[config.mk]
export PLATFORM = sky130hd
export DESIGN_NAME = reset_sequencer
export DESIGN_NICKNAME = d
export VERILOG_FILES = /design/src/rtl/reset_seq_pkg.sv /design/src/rtl/reset_seq_timer.sv /design/src/rtl/reset_sequencer.sv
export SDC_FILE = /design/constraint.sdc
export NUM_CORES = 1
export LEC_CHECK = 0
export BUFFER_PORTS_ARGS = -buffer_cell sky130_fd_sc_hd__buf_2
export CORE_MARGIN = 1.5
export CORE_UTILIZATION = 30
export CTS_BUF_LIST = sky130_fd_sc_hd__clkbuf_4
export CTS_CLUSTER_SIZE = 20
export DETAILED_ROUTE_END_ITERATION = 10
export RECOVER_POWER = 100
export SYNTH_ARGS = -nofsm -noshare
export SYNTH_HDL_FRONTEND = slang
export SYNTH_HIERARCHICAL = 1
export SYNTH_SLANG_ARGS = --single-unit
export TNS_END_PERCENT = 1
[constraint.sdc]
create_clock -name clk_A -period 3.7 [get_ports clk_A]
set_clock_uncertainty 0.2 [all_clocks]
set_input_delay 0.555 -clock clk_A [delete_from_list [all_inputs] [get_ports clk_A]]
set_output_delay 0.555 -clock clk_A [all_outputs]
set_load 0.01 [all_outputs]
[src/rtl/reset_seq_pkg.sv]
// ---------------------------------------------------------------------------
// reset_seq_pkg
// Shared definitions for the reset sequencer:
//   - state_e    : sequencer state encoding (3 bits)
//   - CNT_W      : default width of the shared cycle counter
//   - IDX_W      : width of the reported failing-domain index (up to 8 domains)
//   - lowest_set : index of the lowest set bit of a (1<<IDX_W)-bit vector
// ---------------------------------------------------------------------------
package reset_seq_pkg;

   localparam int CNT_W = 8;
   localparam int IDX_W = 3;

   typedef enum logic [2:0] {
      HOLD    = 3'd0,
      RELEASE = 3'd1,
      WAIT    = 3'd2,
      GAP     = 3'd3,
      DONE    = 3'd4,
      ERROR   = 3'd5
   } state_e;

   // Scanning from the top down lets the last hit be the lowest index.
   // Returns 0 for an all-zero vector; callers only use it when a bit is set.
   function automatic logic [IDX_W-1:0] lowest_set(input logic [(1<<IDX_W)-1:0] vec);
      logic [IDX_W-1:0] res;
      res = '0;
      for (int i = (1 << IDX_W) - 1; i >= 0; i--) begin
         if (vec[i]) begin
            res = IDX_W'(i);
         end
      end
      return res;
   endfunction

endpackage : reset_seq_pkg

[src/rtl/reset_seq_timer.sv]
// ---------------------------------------------------------------------------
// reset_seq_timer
// Clearable up-counter with a terminal-count compare. The count saturates at
// all-ones instead of wrapping, so a stalled state can never alias back to an
// early count.
//   clk_i     : clock
//   rst_i     : synchronous active-high reset (count -> 0)
//   clr_i     : clear count to 0 on the next edge (has priority over en_i)
//   en_i      : advance the count by one
//   tc_val_i  : terminal-count value to compare against
//   tc_o      : high while the current count equals tc_val_i
// ---------------------------------------------------------------------------
module reset_seq_timer #(
   parameter int WIDTH = 8
) (
   input  logic             clk_i,
   input  logic             rst_i,
   input  logic             clr_i,
   input  logic             en_i,
   input  logic [WIDTH-1:0] tc_val_i,
   output logic             tc_o
);

   logic [WIDTH-1:0] cnt_q;
   logic [WIDTH-1:0] cnt_d;

   always_comb begin
      cnt_d = cnt_q;
      if (clr_i) begin
         cnt_d = '0;
      end else if (en_i && (cnt_q != {WIDTH{1'b1}})) begin
         cnt_d = cnt_q + 1'b1;
      end
   end

   always_ff @(posedge clk_i) begin
      if (rst_i) begin
         cnt_q <= '0;
      end else begin
         cnt_q <= cnt_d;
      end
   end

   assign tc_o = (cnt_q == tc_val_i);

endmodule : reset_seq_timer

[src/rtl/reset_sequencer.sv]
// ---------------------------------------------------------------------------
// reset_sequencer
// Releases N_DOM downstream reset domains one at a time in index order. After
// an initial hold, each domain is released, its synchronized ready is awaited
// (with timeout), and a gap is inserted before the next domain. Once all are
// up, any ready loss is trapped as an error and all domains are reasserted.
//   clk_A         : clock
//   rst_in        : synchronous active-high reset, overrides everything
//   soft_rst_req  : one-cycle pulse, reassert all domains and restart
//   rdy_in        : per-domain ready, already in the clk_A domain
//   dom_rst_n_out : per-domain active-low reset (registered)
//   all_done      : all domains released and ready
//   busy          : sequencing in progress (HOLD/RELEASE/WAIT/GAP)
//   err           : sticky timeout / ready-loss flag
//   err_idx       : index of the failing domain
// ---------------------------------------------------------------------------
module reset_sequencer #(
   parameter int N_DOM       = 3,
   parameter int HOLD_CYC    = 16,
   parameter int GAP_CYC     = 4,
   parameter int TIMEOUT_CYC = 64,
   parameter int CNT_W       = 8
) (
   input  logic                           clk_A,
   input  logic                           rst_in,
   input  logic                           soft_rst_req,
   input  logic [N_DOM-1:0]               rdy_in,
   output logic [N_DOM-1:0]               dom_rst_n_out,
   output logic                           all_done,
   output logic                           busy,
   output logic                           err,
   output logic [reset_seq_pkg::IDX_W-1:0] err_idx
);

   import reset_seq_pkg::*;

   localparam int DOM_IDX_W = (N_DOM > 1) ? $clog2(N_DOM) : 1;
   localparam logic [DOM_IDX_W-1:0] LAST_IDX = DOM_IDX_W'(N_DOM - 1);

   // Terminal counts are "cycles - 1" because the counter reads 0 on the
   // first cycle of each state.
   localparam logic [CNT_W-1:0] HOLD_TC    = CNT_W'(HOLD_CYC - 1);
   localparam logic [CNT_W-1:0] GAP_TC     = CNT_W'(GAP_CYC - 1);
   localparam logic [CNT_W-1:0] TIMEOUT_TC = CNT_W'(TIMEOUT_CYC - 1);

   state_e                 state_q,     state_d;
   logic [DOM_IDX_W-1:0]   idx_q,       idx_d;
   logic [N_DOM-1:0]       dom_rst_n_q, dom_rst_n_d;
   logic                   all_done_q,  all_done_d;
   logic                   busy_q,      busy_d;
   logic                   err_q,       err_d;
   logic [IDX_W-1:0]       err_idx_q,   err_idx_d;

   logic                   cnt_clr;
   logic                   cnt_en;
   logic                   cnt_tc;
   logic [CNT_W-1:0]       tc_val;
   logic [(1<<IDX_W)-1:0]  lost_vec;

   // ------------------------------------------------------------------
   // Shared cycle counter
   // ------------------------------------------------------------------
   reset_seq_timer #(
      .WIDTH    (CNT_W)
   ) u_timer (
      .clk_i    (clk_A),
      .rst_i    (rst_in),
      .clr_i    (cnt_clr),
      .en_i     (cnt_en),
      .tc_val_i (tc_val),
      .tc_o     (cnt_tc)
   );

   always_comb begin
      tc_val = '0;
      cnt_en = 1'b0;
      unique case (state_q)
         HOLD: begin
            tc_val = HOLD_TC;
            cnt_en = 1'b1;
         end
         GAP: begin
            tc_val = GAP_TC;
            cnt_en = 1'b1;
         end
         WAIT: begin
            tc_val = TIMEOUT_TC;
            cnt_en = 1'b1;
         end
         default: begin
            tc_val = '0;
            cnt_en = 1'b0;
         end
      endcase
   end

   // Dropped ready bits, widened to the helper's fixed width.
   always_comb begin
      lost_vec              = '0;
      lost_vec[N_DOM-1:0]   = ~rdy_in;
   end

   // ------------------------------------------------------------------
   // Next-state and registered-output logic
   // ------------------------------------------------------------------
   always_comb begin
      state_d     = state_q;
      idx_d       = idx_q;
      dom_rst_n_d = dom_rst_n_q;
      err_d       = err_q;
      err_idx_d   = err_idx_q;
      all_done_d  = 1'b0;
      busy_d      = 1'b1;

      if (soft_rst_req) begin
         // Takes priority over every event seen in the same cycle.
         state_d     = HOLD;
         idx_d       = '0;
         dom_rst_n_d = '0;
         err_d       = 1'b0;
         err_idx_d   = '0;
      end else begin
         unique case (state_q)
            HOLD: begin
               if (cnt_tc) begin
                  state_d = RELEASE;
               end
            end
            RELEASE: begin
               // Reset is lifted on the edge into WAIT, so the first
               // WAIT cycle is also the first cycle the domain runs.
               state_d            = WAIT;
               dom_rst_n_d[idx_q] = 1'b1;
            end
            WAIT: begin
               // Ready is checked before timeout so a ready arriving on
               // the final allowed cycle still counts.
               if (rdy_in[idx_q]) begin
                  state_d = (idx_q == LAST_IDX) ? DONE : GAP;
               end else if (cnt_tc) begin
                  state_d   = ERROR;
                  err_idx_d = IDX_W'(idx_q);
               end
            end
            GAP: begin
               if (cnt_tc) begin
                  state_d = RELEASE;
                  idx_d   = idx_q + 1'b1;
               end
            end
            DONE: begin
               if (|lost_vec) begin
                  state_d   = ERROR;
                  err_idx_d = lowest_set(lost_vec);
               end
            end
            ERROR: begin
               state_d = ERROR;
            end
            default: begin
               state_d = ERROR;
            end
         endcase
      end

      // Output overrides depend on the state being entered so they line
      // up with the state register.
      unique case (state_d)
         DONE: begin
            all_done_d  = 1'b1;
            busy_d      = 1'b0;
            dom_rst_n_d = '1;
         end
         ERROR: begin
            err_d       = 1'b1;
            busy_d      = 1'b0;
            dom_rst_n_d = '0;
         end
         default: begin
            busy_d      = 1'b1;
         end
      endcase

      // Every state entry (including a HOLD restart) starts a fresh count.
      cnt_clr = soft_rst_req || (state_d != state_q);
   end

   always_ff @(posedge clk_A) begin
      if (rst_in) begin
         state_q     <= HOLD;
         idx_q       <= '0;
         dom_rst_n_q <= '0;
         all_done_q  <= 1'b0;
         busy_q      <= 1'b1;
         err_q       <= 1'b0;
         err_idx_q   <= '0;
      end else begin
         state_q     <= state_d;
         idx_q       <= idx_d;
         dom_rst_n_q <= dom_rst_n_d;
         all_done_q  <= all_done_d;
         busy_q      <= busy_d;
         err_q       <= err_d;
         err_idx_q   <= err_idx_d;
      end
   end

   assign dom_rst_n_out = dom_rst_n_q;
   assign all_done      = all_done_q;
   assign busy          = busy_q;
   assign err           = err_q;
   assign err_idx       = err_idx_q;

endmodule : reset_sequencer

## Word level (Yosys, flattened, before mapping)

Index checks and enable logic that the tools add are counted.

- Bitwise operators: 2
- Magnitude comparators: 2
- Reduce and logical (&&, ||, !) cells: 15
- Equality and inequality tests: 13
- Multiplexer cells: 27
- $add $sub $neg: 2

Operators with widths:

| kind | number |
|---|---|
| two-way mux 3 bit | 13 |
| one-hot mux 6 bit (3 select lines) | 1 |
| one-hot mux 3 bit (2 select lines) | 2 |
| one-hot mux 3 bit (4 select lines) | 1 |
| == test 3 bit (second input constant) | 3 |
| adder 8 x 1 -> 8 bit (second input constant) | 1 |
| == test 8 x 6 -> 1 bit | 1 |
| != test 8 bit (second input constant) | 1 |
| OR reduction 2 bit | 4 |
| two-way mux 1 bit | 7 |
| == test 3 x 2 -> 1 bit (second input constant) | 2 |
| != test 2 bit (second input constant) | 3 |
| OR reduction 3 bit | 2 |
| AND reduction 4 bit | 1 |
| nonzero test 2 bit | 2 |
| nonzero test 4 bit | 1 |
| == test 3 x 1 -> 1 bit (second input constant) | 1 |
| zero test 3 bit | 1 |
| less-than comparator 2 x 3 -> 1 bit (second input constant) | 1 |
| != test 3 bit | 1 |
| inverter 3 bit | 1 |
| bitwise OR 3 bit | 1 |
| adder 2 x 1 -> 2 bit (second input constant) | 1 |
| binary-select mux 1 bit (select 2 bit) | 1 |
| 7 further kinds | 8 |

- Flip-flop bits (word level): 22
- Input port bits: 6
- Output and inout port bits: 9
- Logic and storage cells: 69

## Logic depth before layout (Yosys ltp)

- Depth after elaboration: 10
- Mapped depth: 13
- Depth with buffers taken out: 12

## By module

Netlist, hierarchy kept.

By module, submodules not included:

| module | times used | area each (sq um) | cells each |
|---|---|---|---|
| reset_sequencer | 1 | 848.3 | 100 |
| reset_seq_timer | 1 | 509.2 | 56 |

## Worst setup path before layout

No wires, ideal clock.

- Path kind: register to register
- From: register state_q[0]
- To: register u_timer.cnt_q[6]
- Path buffers: 1
- Clock period less this slack: 2.834 ns
- Data arrival time: 2.519 ns
- Cell stages (with the launch flop): 13
- Path slack: 0.866 ns
- Path through: dfxtp_1 buf_2 nor2b_1 nor2_1 xnor2_1 nand4_1 nor2_1 mux2i_1 o311ai_2 a221oi_2 o211ai_1 nor2_1 and3_1

- Elaborated cells on any way between the ends: 20
- Classes of those cells: eq/ne: 6; mux: 8; reduce/logical: 6

RTL lines:

| element | line | text |
|---|---|---|
| start: declaration | reset_sequencer.sv:46 | `state_e state_q, state_d;` |
| start signal: assignment | reset_sequencer.sv:198 | `state_q <= state_d;` |
| == test 3 x 2 -> 1 bit or zero test 3 bit (tied branches) | reset_sequencer.sv:77 | `unique case (state_q)` |
| OR reduction 3 bit (no line) (*) | -- |  |
| two-way mux 1 bit (*) | reset_sequencer.sv:77 |  |
| named net cnt_en | reset_sequencer.sv:55 | `logic cnt_en;` |
| logical AND 1 bit (*) | reset_seq_timer.sv:31 | `end else if (en_i && (cnt_q != {WIDTH{1'b1}})) begin` |
| end signal: assignment | reset_seq_timer.sv:40 | `cnt_q <= cnt_d;` |
| end: declaration | reset_seq_timer.sv:24 | `logic [WIDTH-1:0] cnt_q;` |

Mark *: on every way through the listed nets, which the timed path passes. The rest lies on a longest branch.
A chain may end at the register's enable or synchronous reset.

## Worst setup path after layout

- From: register state_q[1]
- To: register u_timer.cnt_q[1]

Same word-level chain as after synthesis.

==> flow_summary.yaml <==
critical_path:
  crit_start: "state_q[1]"
  cp_data_arrival_time_ps: 3310
  worst-path-max-fanout: 11
  start_kind: "flip-flop"
  endpoint_kind: "flip-flop"
  worstReg2RegStart: "state_q[1]"
  path_class: "reg -> reg"
  ff2ff_path_depth: 12
  reg2reg_slack_ps: 380
  r2r-end: "u_timer/cnt_q[1]"
  cp.required_ps: 3700
  endpoint: "u_timer/cnt_q[1]"
synth:
  async_flop_share: 0
  yosys-top-cells-area: "dfxtp_1, mux2i_1, xnor2_1, nor2_1, ha_1"
  syn-mean-instance-area_sq_um: 8.70
  syn-cell-area_sq_um: 1360
  ys_ff_latch: 21
  yosysWarnings: 6
  yosysTopAreaCellShare: 0.310
  synth_flop_cell: "dfxtp_1"
  yosysUniqueCellTypes: 55
  seq_area_frac_synth: 0.310
  synth_edf_count: 0
  postSynthCellCount: 156
  synth_top_area_cell: "dfxtp_1"
floorplanning:
  initial_utilization: 0.312
  die_h_um: 70.3
  core-area_sq_um: 4350
  die_area_sq_um: 4940
  rows: 24
  ios: 15
  die_x_um: 70.3
clock_network:
  h-tree-depth: 1
  cts_sinks: 21
  hold_buffers: 0
  cts_root_buf: "clkbuf_4"
  cts_buffers: 3
  cts_tree: "built"
  cts.reportedPaths.clkPinSlew_ps: 120
  cts.path.max_buffers: 2
  clk-insertion-delay-late_ps: 300
sta:
  setup-tns-final_ps: 0
  final_max_slew_viol_count: 0
  rsz0062_at_grt: "no"
  setup_viol: 0
  worstMarginPinSlew_ps: 706
  hold_violations: 0
  layout_min_cycle_time_ps: 3320
  period_share: 0.896
  timing.fmax_ghz: 0.302
  slew_headroom: 0.523
run:
  max_cap_viol_count: 0
global_route:
  grt_use_total: 0.119
  grt_max_degree: 14
  grt_pass1_wl_mm: 4.82
  gr-total-overflow: 0
  grt_pass1_vias: 1121
  antenna_found_initial: 0
placed_design:
  hpwl_mm: 2.01
  portBuffers: 13
  gp_congestion: 0.758
  dp_cells: 216
routing:
  drtAntennaViolNets: 0
  vias_per_cell: 5.23
  wl_per_cell_um: 12.4
  routed_wl_mm: 2.72
  drc: 0
  firstDrtPassIters: 4
  drtIter0Drc: 46
  vias: 1150
status:
  outcome: "completed"
pwr:
  power_density_nw_per_um2: 261
  vdd_ir_drop_max_mv: 0.105
  leakage_nw: 0.505
cells_and_area:
  final_cells: 220
  diodes: 0
  finish.net_count: 179
  drive_above_1_share: 0.125
  area_growth_pct: 7.19
worst_hold_path:
  hp-class: "reg -> reg"
  min_path_cells: 2
[metrics by stage]
stage / setup slack [ps] / utilization / total power [W] / instance area (sq um) / hold WS [ps]
after CTS: 344 / 0.340 / 0.000388 / 1480 / 270
final: 385 / 0.334 / 0.000380 / 1460 / 269
after detailed placement: 364 / 0.333 / 0.000264 / 1450 / 245
after global placement: 477 / 0.333 / 0.000264 / 1450 / 246
after global routing: 61.4 / 0.334 / 0.000399 / 1460 / 283
after floorplan: 866 / - / 0.000254 / 1370 / 270
[worst max-delay path: stages, from the launching register on]
cell      delay, ps
dfxtp_1         540
nor2b_1         150
nor2_1          430
xnor2_1         180
nand4_1         110
nor2_1          280
mux2i_1         140
o311ai_2        400
a221oi_1        140
o211ai_1        230
nor2_1          220
nand2_1         110
mux2i_1          70
[cell type report]
| cell class | count | area (sq um) |
|---|---|---|
| flip-flops and latches | 21 | 422 |
| clock buffers | 4 | 30.0 |
| well taps | 52 | 65.1 |
| inverters | 8 | 30.0 |
| repair buffers | 13 | 55.1 |
| fillers | 465 | 2900 |
| multi-input cells | 122 | 853 |
[placed cells by master, fill, tap and decap left out, types with 4 or more instances in the layout]
master    count
nand2_1      11
inv_1         8
dfxtp_1      20
mux2i_1      10
nor2b_1       4
ha_1          4
buf_2         5
a21oi_1       9
xnor2_1       9
nor2_1       15
clkbuf_4      4
nand4_1       4
clkbuf_1      8
[how the worst min path moves through the flow]
stage | start | end | slack (ps)
6_report | err | err | 270
5_1_grt | rst_in | u_timer/cnt_q[3] | 280
4_1_cts | err | err | 270
3_5_place_dp | err | err | 250
3_3_place_gp | err | err | 250
2_1_floorplan | err | err | 270
[kinds of logic after synthesis]
group | after synthesis | synth area share
simple gates | 61 | 0.254
compound gates | 34 | 0.202
flops | 21 | 0.310
buf+inv | 15 | 0.0544
mux | 11 | 0.0820
xor+xnor | 9 | 0.0581
fa+ha+maj | 4 | 0.0369
other cells | 1 | 0.00276
[power by group]
part	switching (W)	internal, W	total (W)
sequential	0.00000232	0.000229	0.000231
combinational	0.0000157	0.0000110	0.0000266
clock	0.0000730	0.0000494	0.000122
total	0.0000910	0.000289	0.000380
[routing by layer]
layer / global-route usage / vias to the layer above / routed length, um
li1: - / 589 / -
met1: 0.160 / 531 / 1380
met2: 0.191 / 28 / 1200
met3: 0.0173 / 2 / 99
met4: 0.0449 / 0 / 34
met5: 0 / - / 0
[synthesized netlist by cell type (all sizes together) (2+ instances only)]
cell,number
nand2,11
and3,2
or3b,3
mux2i,10
nand2b,3
nor2,15
nand3,2
or3,3
dfxtp,21
o22ai,2
nor4,2
and2,2
nand4,5
ha,4
a211oi,3
o21a,3
a21oi,9
xnor2,9
inv,8
buf,6
and4,2
nor2b,4
nor3,3
o21ai,2
[repair_timing]
| item | in CTS | in global routing |
|---|---|---|
| gates resized for setup | 0 | 1 |
| setup endpoints to repair | 0 | 1 |
| buffers inserted | 0 | 0 |
[state kept, by name, indices dropped and copies added, names as in the netlist]
name	cells
u_timer/cnt_q	8
dom_rst_n_out	3
state_q	3
err_idx	2
idx_q	2
all_done	1
busy	1
err	1
No activity file was read; power rests on OpenSTA's default activity.
